## config.mk

```make
export PLATFORM = sky130hd
export DESIGN_NAME = adc_capture_bram
export DESIGN_NICKNAME = d
export VERILOG_FILES = /design/src/rtl/adc_capture_pkg.sv /design/src/rtl/adc_capture_bram.sv
export SDC_FILE = /design/constraint.sdc
export NUM_CORES = 1
export LEC_CHECK = 0
export ABC_AREA = 1
export CORE_MARGIN = 4
export CORE_UTILIZATION = 43
export CTS_CLUSTER_DIAMETER = 120
export DETAILED_ROUTE_END_ITERATION = 10
export HOLD_SLACK_MARGIN = 0.12
export PLACE_DENSITY = 0.81
export SETUP_SLACK_MARGIN = 0.1
export SYNTH_ARGS = -nofsm -noshare
export SYNTH_HDL_FRONTEND = slang
export SYNTH_SLANG_ARGS = --single-unit
```

## constraint.sdc

```tcl
create_clock -name clk -period 2 [get_ports clk]
set_input_delay 0.4 -clock clk [delete_from_list [all_inputs] [get_ports clk]]
set_output_delay 0.4 -clock clk [all_outputs]
set_load 0.005 [all_outputs]
```

## src/rtl/adc_capture_pkg.sv

```systemverilog
// Shared state encoding and default widths for the ADC capture block.
package adc_capture_pkg;

    typedef enum logic [1:0] {IDLE, ARMED, CAPTURE, DONE} adc_capture_state_t;

    localparam int ADC_CAPTURE_DATA_WIDTH = 64;
    localparam int ADC_CAPTURE_ADDR_WIDTH = 13;

endpackage

```

## src/rtl/adc_capture_bram.sv

```systemverilog
// Captures triggered ADC stream beats into a host BRAM port, one beat per word; optional
// early stop on tlast when ADC_CAPTURE_TLAST_STOP_EN is defined.
// Latency: BRAM write one cycle after the accepted beat. Backpressure: none, tready is always 1.
module adc_capture_bram
    import adc_capture_pkg::*;
#(
    parameter int DATA_WIDTH = ADC_CAPTURE_DATA_WIDTH,
    parameter int ADDR_WIDTH = ADC_CAPTURE_ADDR_WIDTH
) (
    input  logic                    clk,
    input  logic                    rst,
    input  logic                    start,
    input  logic                    trig,
    input  logic [ADDR_WIDTH:0]     len,
    input  logic                    s_axis_tvalid,
    input  logic [DATA_WIDTH-1:0]   s_axis_tdata,
    input  logic                    s_axis_tlast,
    output logic                    s_axis_tready,
    output logic [ADDR_WIDTH-1:0]   bram_addr,
    output logic [DATA_WIDTH-1:0]   bram_din,
    output logic                    bram_en,
    output logic [DATA_WIDTH/8-1:0] bram_we,
    output logic                    busy,
    output logic                    done,
    output logic [ADDR_WIDTH:0]     wcount,
    output logic                    gap
);

    localparam int CW = ADDR_WIDTH + 1;
    localparam logic [CW-1:0] DEPTH = {1'b1, {ADDR_WIDTH{1'b0}}};
    localparam logic [CW-1:0] ONE   = {{ADDR_WIDTH{1'b0}}, 1'b1};

    adc_capture_state_t state_q, state_d;

    logic [CW-1:0]         wcount_q;
    logic [CW-1:0]         len_q;
    logic                  gap_q;
    logic                  wr_en_q;
    logic [ADDR_WIDTH-1:0] wr_addr_q;
    logic [DATA_WIDTH-1:0] wr_dat_q;

    logic          arm;
    logic          wr_fire;
    logic          gap_set;
    logic          tlast_stop;
    logic [CW-1:0] wcount_inc;
    logic [CW-1:0] len_eff;

`ifdef ADC_CAPTURE_TLAST_STOP_EN
    assign tlast_stop = s_axis_tlast;
`else
    logic unused_tlast;
    assign unused_tlast = s_axis_tlast;
    assign tlast_stop   = 1'b0;
`endif

    assign wcount_inc = wcount_q + ONE;
    assign len_eff    = (len == '0) ? DEPTH : len;

    always_ff @(posedge clk) begin
        if (rst) begin
            state_q <= IDLE;
        end else begin
            state_q <= state_d;
        end
    end

    // start outranks everything, including a beat that would have been the final write
    always_comb begin
        state_d = state_q;
        arm     = 1'b0;
        wr_fire = 1'b0;
        gap_set = 1'b0;
        if (start) begin
            state_d = ARMED;
            arm     = 1'b1;
        end else begin
            unique case (state_q)
                IDLE: ;
                ARMED: begin
                    if (trig) state_d = CAPTURE;
                end
                CAPTURE: begin
                    if (s_axis_tvalid) begin
                        wr_fire = 1'b1;
                        if (wcount_inc == len_q || tlast_stop) state_d = DONE;
                    end else begin
                        gap_set = 1'b1;
                    end
                end
                DONE: ;
                default: state_d = IDLE;
            endcase
        end
    end

    always_ff @(posedge clk) begin
        if (rst) begin
            wcount_q  <= '0;
            len_q     <= '0;
            gap_q     <= 1'b0;
            wr_en_q   <= 1'b0;
            wr_addr_q <= '0;
            wr_dat_q  <= '0;
        end else begin
            wr_en_q <= wr_fire;
            if (arm) begin
                wcount_q <= '0;
                gap_q    <= 1'b0;
                len_q    <= len_eff;
            end else begin
                if (wr_fire) begin
                    wcount_q  <= wcount_inc;
                    wr_addr_q <= wcount_q[ADDR_WIDTH-1:0];
                    wr_dat_q  <= s_axis_tdata;
                end
                if (gap_set) gap_q <= 1'b1;
            end
        end
    end

    assign s_axis_tready = 1'b1;
    assign bram_addr     = wr_addr_q;
    assign bram_din      = wr_dat_q;
    assign bram_en       = wr_en_q;
    assign bram_we       = {(DATA_WIDTH/8){wr_en_q}};
    assign busy          = (state_q == ARMED) || (state_q == CAPTURE);
    assign done          = (state_q == DONE);
    assign wcount        = wcount_q;
    assign gap           = gap_q;

endmodule

```

==> results by group, run 1 <==
Cells and area
  – Finished Cell Area: 6890 µm²
  – P&R area growth vs syn: 53.5%
  – Antenna cells: 0
  – Filler cells: 817
  – Share of layout cells above drive strength 1: 10.2%
  – Area of the multi-input gates: 2020 µm²
  – Layout Utilization: 67.3%
  – Nets: 884
  – Register area: 2210 µm²

Yosys
  – Top_reg_cell synth: dfxtp_1
  – Distinct cells, synth: 29
  – Cells after synthesis: 619
  – Syn_nets: 707
  – Synthesized area per cell: 7.25 µm²
  – FFs w/ async S/R, synth: 0%
  – Mapped cell area: 4490 µm²
  – EDFF count, synth: 0
  – Yosys warns: 0
  – Sequential share of the synthesized area: 48.6%
  – Synthesized flop and latch total: 109

Global routing
  – Grt ovf: 0
  – Vias in the first global route: 4,620
  – Initial antenna violation count: 0
  – Largest net degree at the start of global routing: 49
  – Global Route Usage Sum: 22.0%
  – First-pass GRT wire length: 21.4 mm

Routing
  – Routed Antenna Nets: 0
  – Routed via count: 4,779
  – Wire length per cell: 15.0 µm
  – # DRC: 0
  – Total iterations of the first detailed-routing run: 5
  – Total wire length: 14.0 mm
  – Routed vias/inst: 5.10
  – First-iteration detailed-routing DRC count: 337

CTS
  – Root buf cell: clkbuf_8
  – Num CTS Buffers: 9
  – Clk slew on worst S/H paths: 0.10 ns
  – CTS tree: built
  – CTS Buffer Depth: 2
  – H-tree levels: 3
  – CTS sink count: 109
  – Cts hold-fix bufs: 0
  – Clk Latency, worst-skew pair: 0.37 ns

Floorplanning
  – IO Count: 188
  – Die Y: 110 µm
  – Die Wd: 110 µm
  – DIE AREA: 12,100 µm²
  – Placement Rows: 37
  – Core Box Area: 10,200 µm²
  – Initial Util: 43.8%

Timing
  – Clk_skew: 0.0119 ns
  – Final Cycle Share: 97.2%
  – # setup viols final: 0
  – Max Freq: 515 MHz
  – Period minus WS final: 1.94 ns
  – Pins Over Slew Limit: 0
  – Fin. Hold Viols: 0
  – RSZ-0062 raised after global routing: true

Critical path
  – CP Launch Type: register
  – Worst Path Required: 2.26 ns
  – CP endpoint kind: register
  – Max Fanout on Critical Path: 5
  – Crit Path Class: register to register
  – Arrival time worst endpoint: 2.20 ns

Power
  – Pwr dens: 606 nW/µm²
  – Power, Total: 0.00417 W
  – Lkg Pwr: 2.90 nW
  – Peak VDD IR: 0.489 mV

Place
  – IO Port Bufs: 185
  – Final Wtd Congestion: 0.965
  – Hpwl dp: 9.83 mm
  – DP Area: 6470 µm²

Hold path
  – Hold Path Class: register to register

Flow run
  – Max_cap viols: 0

Run status
  – Outcome: complete, no violations
-- metrics by stage --
step	setup slack, ns	std cells	hold WS (ns)	setup TNS (ns)
after floorplan	0.203	619	0.440	0
after global placement	0.0807	916	0.443	0
after detailed placement	-0.00689	916	0.445	-0.00689
after CTS	0.106	933	0.464	0
after global routing	-0.0897	937	0.515	-0.0902
final	0.0567	937	0.463	0
-- flip-flops by register name, summed over array words and instances, names as in the netlist --
| signal | flops |
|---|---|
| bram_addr | 13 |
| bram_en | 1 |
| bram_din | 64 |
| state_q | 2 |
| gap | 1 |
| len_q | 14 |
| wcount | 14 |
-- area by class of cell --
class | instances | share of cell area [%]
sequential | 109 | 32.0
timing repair buffer | 206 | 29.8
clock buffer | 9 | 1.80
multi-input combinational | 414 | 29.3
tap | 136 | 2.47
clock inverter | 7 | 1.53
inverter | 56 | 3.05
-- cell families (layout without fill, tap and decap cells) --
kind of cell / after synthesis / after routing / share of synthesized area, %
AO/OA/AOI/OAI: 129 / 129 / 15.3
XOR/XNOR: 1 / 1 / 0.195
adder cells (fa/ha/maj): 4 / 4 / 1.12
buffers and inverters: 96 / 278 / 8.84
flip-flops: 109 / 109 / 48.6
other: 1 / 1 / 0.0836
AND/OR/NAND/NOR: 279 / 279 / 25.8
-- path summary, 6_finish.rpt --
check / from / to / slack, ns / cells after the start
setup / recovery: wcount[1]$_SDFFE_PP0P_ / state_q[0]$_SDFFE_PP0P_ / 0.06 / 15
hold reg to reg: gap$_SDFFE_PP0P_ / gap$_SDFFE_PP0P_ / 0.46 / 2
hold / removal: gap$_SDFFE_PP0P_ / gap$_SDFFE_PP0P_ / 0.46 / 2
setup reg to reg: wcount[1]$_SDFFE_PP0P_ / state_q[0]$_SDFFE_PP0P_ / 0.06 / 15
-- repair_timing --
action / CTS / global route
endpoints found under the setup margin: 2 / 11
endpoints found under the hold margin: 0 / 0
buffers inserted: 1 / 4
pin swaps: 7 / 22
gates cloned: 0 / 0
gates resized for setup: 11 / 37
-- report_power, final --
group,total [W],internal (W),leakage [nW],switching [W]
combinational,0.000422,0.000249,1.90,0.000173
sequential,0.00223,0.00221,0.888,0.0000250
clock,0.00152,0.000726,0.112,0.000792
total,0.00417,0.00318,2.90,0.000990
-- worst max-delay path, stage by stage (launching register included) --
cell,delay [ns]
dfxtp_4,0.38
buf_6,0.12
nand2_4,0.05
nor2_4,0.18
buf_6,0.14
nand4_1,0.14
nand3_1,0.13
nand2_1,0.06
inv_1,0.04
nand2_1,0.05
nor2_2,0.12
nand3_2,0.10
nand2_4,0.10
a21oi_2,0.06
nor2_1,0.11
nor2_1,0.05
-- cell usage in the layout (no fill, tap or decap), types with 8 or more instances in the layout --
| cell | synthesis | layout |
|---|---|---|
| nand2_1 | 67 | 60 |
| o211ai_1 | 9 | 9 |
| nand3_1 | 42 | 35 |
| nor2_1 | 153 | 147 |
| nand3_2 | 1 | 8 |
| o21ai_0 | 93 | 93 |
| dfxtp_1 | 109 | 100 |
| buf_4 | 9 | 14 |
| clkbuf_8 | 0 | 9 |
| inv_1 | 54 | 53 |
| a21oi_1 | 20 | 19 |
| clkdlybuf4s50_1 | 0 | 183 |
-- synthesized netlist by cell type, types with 2 or more instances --
cell	number	area, µm²
nand3_1	42	210
nand2_1	67	251
o211ai_1	9	67.6
dfxtp_1	109	2180
nand2_2	3	18.8
buf_4	9	67.6
ha_1	4	50.1
a21oi_1	20	100
o22ai_1	3	18.8
nor2_4	3	33.8
nor4_1	2	12.5
buf_2	2	10.0
inv_2	2	7.51
o21ai_0	93	465
inv_1	54	203
nand4_1	4	25.0
nor3_1	2	10.0
nor2_1	153	574
buf_1	2	7.51
clkbuf_1	27	101
-- per-layer routing --
metal	vias to the layer above	track usage, %	wire length (µm)
li1	2342	-	-
met1	2169	24.6	5240
met2	236	38.8	7050
met3	32	7.22	1360
met4	0	8.44	359
met5	-	0	0
No activity file was read; power rests on OpenSTA's default activity.
==> inputs of run 2 (changes only) <==
- clock period: 2 -> 1.8 ns (I/O delays scaled with it)
==> run 2 against run 1 <==
Against the previous run:
- the run now ends with negative setup slack left
- global-route usage rose by 0.97 points
- first-iteration DRC count down 24%
- utilization increased by 1.9 points
- register-to-register slack got worse by 0.16 ns
- worst setup slack got worse by 0.16 ns
- final cell count is 2.3% higher
- die area stayed put
- critical path type unchanged
- largest cell class is now buffers
==> results by group, run 2 (synthesis results as in run 1) <==
Critical path
  – Top cell by count, worst path: nand3_1
  – CP peak stage delay: 0.39 ns (about the same)
  – CP endpoint kind: register
  – Arrival time worst endpoint: 2.16 ns (-0.04 ns)
  – Worst Path Required: 2.06 ns (-0.20 ns)
  – Reg2reg setup slack: -0.11 ns (-0.16 ns)
  – Crit-path cells: ha_4 -> nand2_4 -> nor2_4 -> buf_4 -> nand3_1 -> nand3_1 -> nand2_1 -> nand3_1 -> nor2_1 -> nand3_1 -> nand2_2 -> nand3_2 -> nand2_2 -> nor2_1 -> nor2_1
  – Max Fanout on Critical Path: 6 (+1)
  – Critical path's top delay family: simple AND/OR/NAND/NOR gates
  – Worst setup startpoint: wcount[1]$_SDFFE_PP0P_
  – R2r startpoint: wcount[1]$_SDFFE_PP0P_
  – Crit Path Class: register to register
  – CP Launch Type: register
  – CP Buf/Inv Count: 1 (-2)
  – Slowest cell on crit path: dfxtp_4

Cells and area
  – Most used cells in the layout excluding fill and tap cells: clkdlybuf4s50_1 (175), nor2_1 (152), dfxtp_1 (94)
  – Layout Utilization: 69.2% (+1.9 points)
  – Commonest non-fill, non-tap cell in the layout: clkdlybuf4s50_1
  – Antenna cells: 0 (unchanged)
  – Largest register FFs: 64 (unchanged)
  – Nets: 906 (+2.5%)
  – P&R area growth vs syn: 57.9%
  – Fin cells: 959 (+2.3%)
  – Share of layout cells above drive strength 1: 12.3% (+2.0 points)

CTS
  – CTS Buffer Depth: 2 (unchanged)
  – H-tree levels: 3 (unchanged)
  – CTS tree: built
  – CTS sink count: 109 (unchanged)
  – Root buf cell: clkbuf_8
  – Clk Latency, worst-skew pair: 0.36 ns (about the same)
  – Num CTS Buffers: 9 (unchanged)
  – Clk slew on worst S/H paths: 0.11 ns (about the same)

Routing
  – Total iterations of the first detailed-routing run: 5 (unchanged)
  – Routed via count: 4,836 (+1.2%)
  – # DRC: 0 (unchanged)
  – Routed vias/inst: 5.04 (-1.1%)
  – Routed Antenna Nets: 0 (unchanged)
  – Total wire length: 14.0 mm (-0.34%)
  – Wire length per cell: 14.6 µm (-2.6%)
  – First-iteration detailed-routing DRC count: 256 (-24%)

Global routing
  – First-pass GRT wire length: 22.5 mm (+5.3%)
  – Grt ovf: 0 (unchanged)
  – Largest net degree at the start of global routing: 50 (+2.0%)
  – Global Route Usage Sum: 23.0% (+0.97 points)
  – Initial antenna violation count: 0 (unchanged)
  – Vias in the first global route: 4,787 (+3.6%)

Place
  – IO Port Bufs: 185 (unchanged)
  – Placed cells: 934 (+2.0%)
  – Final Wtd Congestion: 0.926 (-4.0%)
  – Hpwl dp: 10.1 mm (+2.3%)

Timing
  – Max Freq: 525 MHz (+2.0%)
  – Fin. Hold Viols: 0 (unchanged)
  – Clk_skew: 0.0143 ns (+0.00238 ns)
  – # setup viols final: 2 (+2)
  – RSZ-0062 raised after global routing: true
  – Final Worst Setup Slack: -0.105 ns (-0.162 ns)
  – Pins Over Slew Limit: 0 (unchanged)
  – Final Cycle Share: 106% (+8.7 points)
  – Period minus WS final: 1.91 ns (-0.0383 ns)

Power
  – Pwr dens: 642 nW/µm² (+5.8%)
  – Lkg Pwr: 3.08 nW (+6.1%)
  – Peak VDD IR: 0.489 mV (about the same)

Floorplanning
  – IO Count: 188 (unchanged)
  – Placement Rows: 37 (unchanged)
  – DIE AREA: 12,100 µm² (unchanged)
  – Core Box Area: 10,200 µm² (unchanged)
  – Die Wd: 110 µm (unchanged)
  – Initial Util: 43.8% (unchanged)
  – Die Y: 110 µm (unchanged)

Hold path
  – Hold Path Class: register to register
  – Hold path start: gap$_SDFFE_PP0P_

Run status
  – Outcome: finished with violations
  – Failing checks: negative setup slack

Flow run
  – Max_cap viols: 0 (unchanged)
[run 2: timing repair]
| item | in CTS | in global routing |
|---|---|---|
| pin swaps | 10 | 13 |
| hold buffers | 0 | 0 |
| gates resized for setup | 33 | 26 |
| buffers inserted | 5 | 4 |
| endpoints found under the setup margin | 75 | 105 |
[run 2: worst reg2reg max path, cell delays in order (launching register included)]
cell and delay, ns:
dfxtp_4 0.39, ha_4 0.16, nand2_4 0.09, nor2_4 0.20, buf_4 0.14, nand3_1 0.08
nand3_1 0.10, nand2_1 0.06, nand3_1 0.08, nor2_1 0.05, nand3_1 0.12, nand2_2 0.09
nand3_2 0.08, nand2_2 0.05, nor2_1 0.08, nor2_1 0.04
[run 2: final timing paths]
| path | endpoint | cells past startpoint |
|---|---|---|
| setup / recovery | state_q[0]$_SDFFE_PP0P_ | 15 |
| hold / removal | gap$_SDFFE_PP0P_ | 2 |
| setup reg to reg | state_q[0]$_SDFFE_PP0P_ | 15 |
| hold reg to reg | gap$_SDFFE_PP0P_ | 2 |
[run 2: layout make-up]
class / instances / area (µm²)
repair buffers: 228 / 2280
clock inverters: 5 / 66.3
multi-input cells: 414 / 1990
well taps: 136 / 170
clock buffers: 11 / 151
inverters: 56 / 213
fillers: 795 / 3150
flip-flops and latches: 109 / 2210
[run 2: through the flow]
step	setup TNS (ns)	setup slack (ns)	hold WS [ns]	power, W	area [µm²]
floorplan	0	0.0643	0.432	0.00269	4490
global placement	-0.580	-0.0514	0.445	0.00299	6660
detailed placement	-2.34	-0.130	0.449	0.00300	6660
CTS	-0.0598	-0.0598	0.465	0.00458	6980
global route	-0.340	-0.215	0.481	0.00473	7080
finish	-0.108	-0.105	0.461	0.00454	7080
[run 2: routing by layer]
metal / up-vias / share of wire, % / routed length, µm / GRT usage, %
met2: 186 / 51 / 7070 / 40.4
li1: 2385 / - / - / -
met5: - / 0 / 0 / 0
met1: 2243 / 40 / 5540 / 27.4
met3: 22 / 7.9 / 1100 / 5.77
met4: 0 / 1.8 / 250 / 7.56
[run 2: power by group]
part	switching (W)	internal, W	leakage [nW]
Clock	0.000846	0.000738	0.108
Sequential	0.0000279	0.00245	0.891
Combinational	0.000190	0.000287	2.08
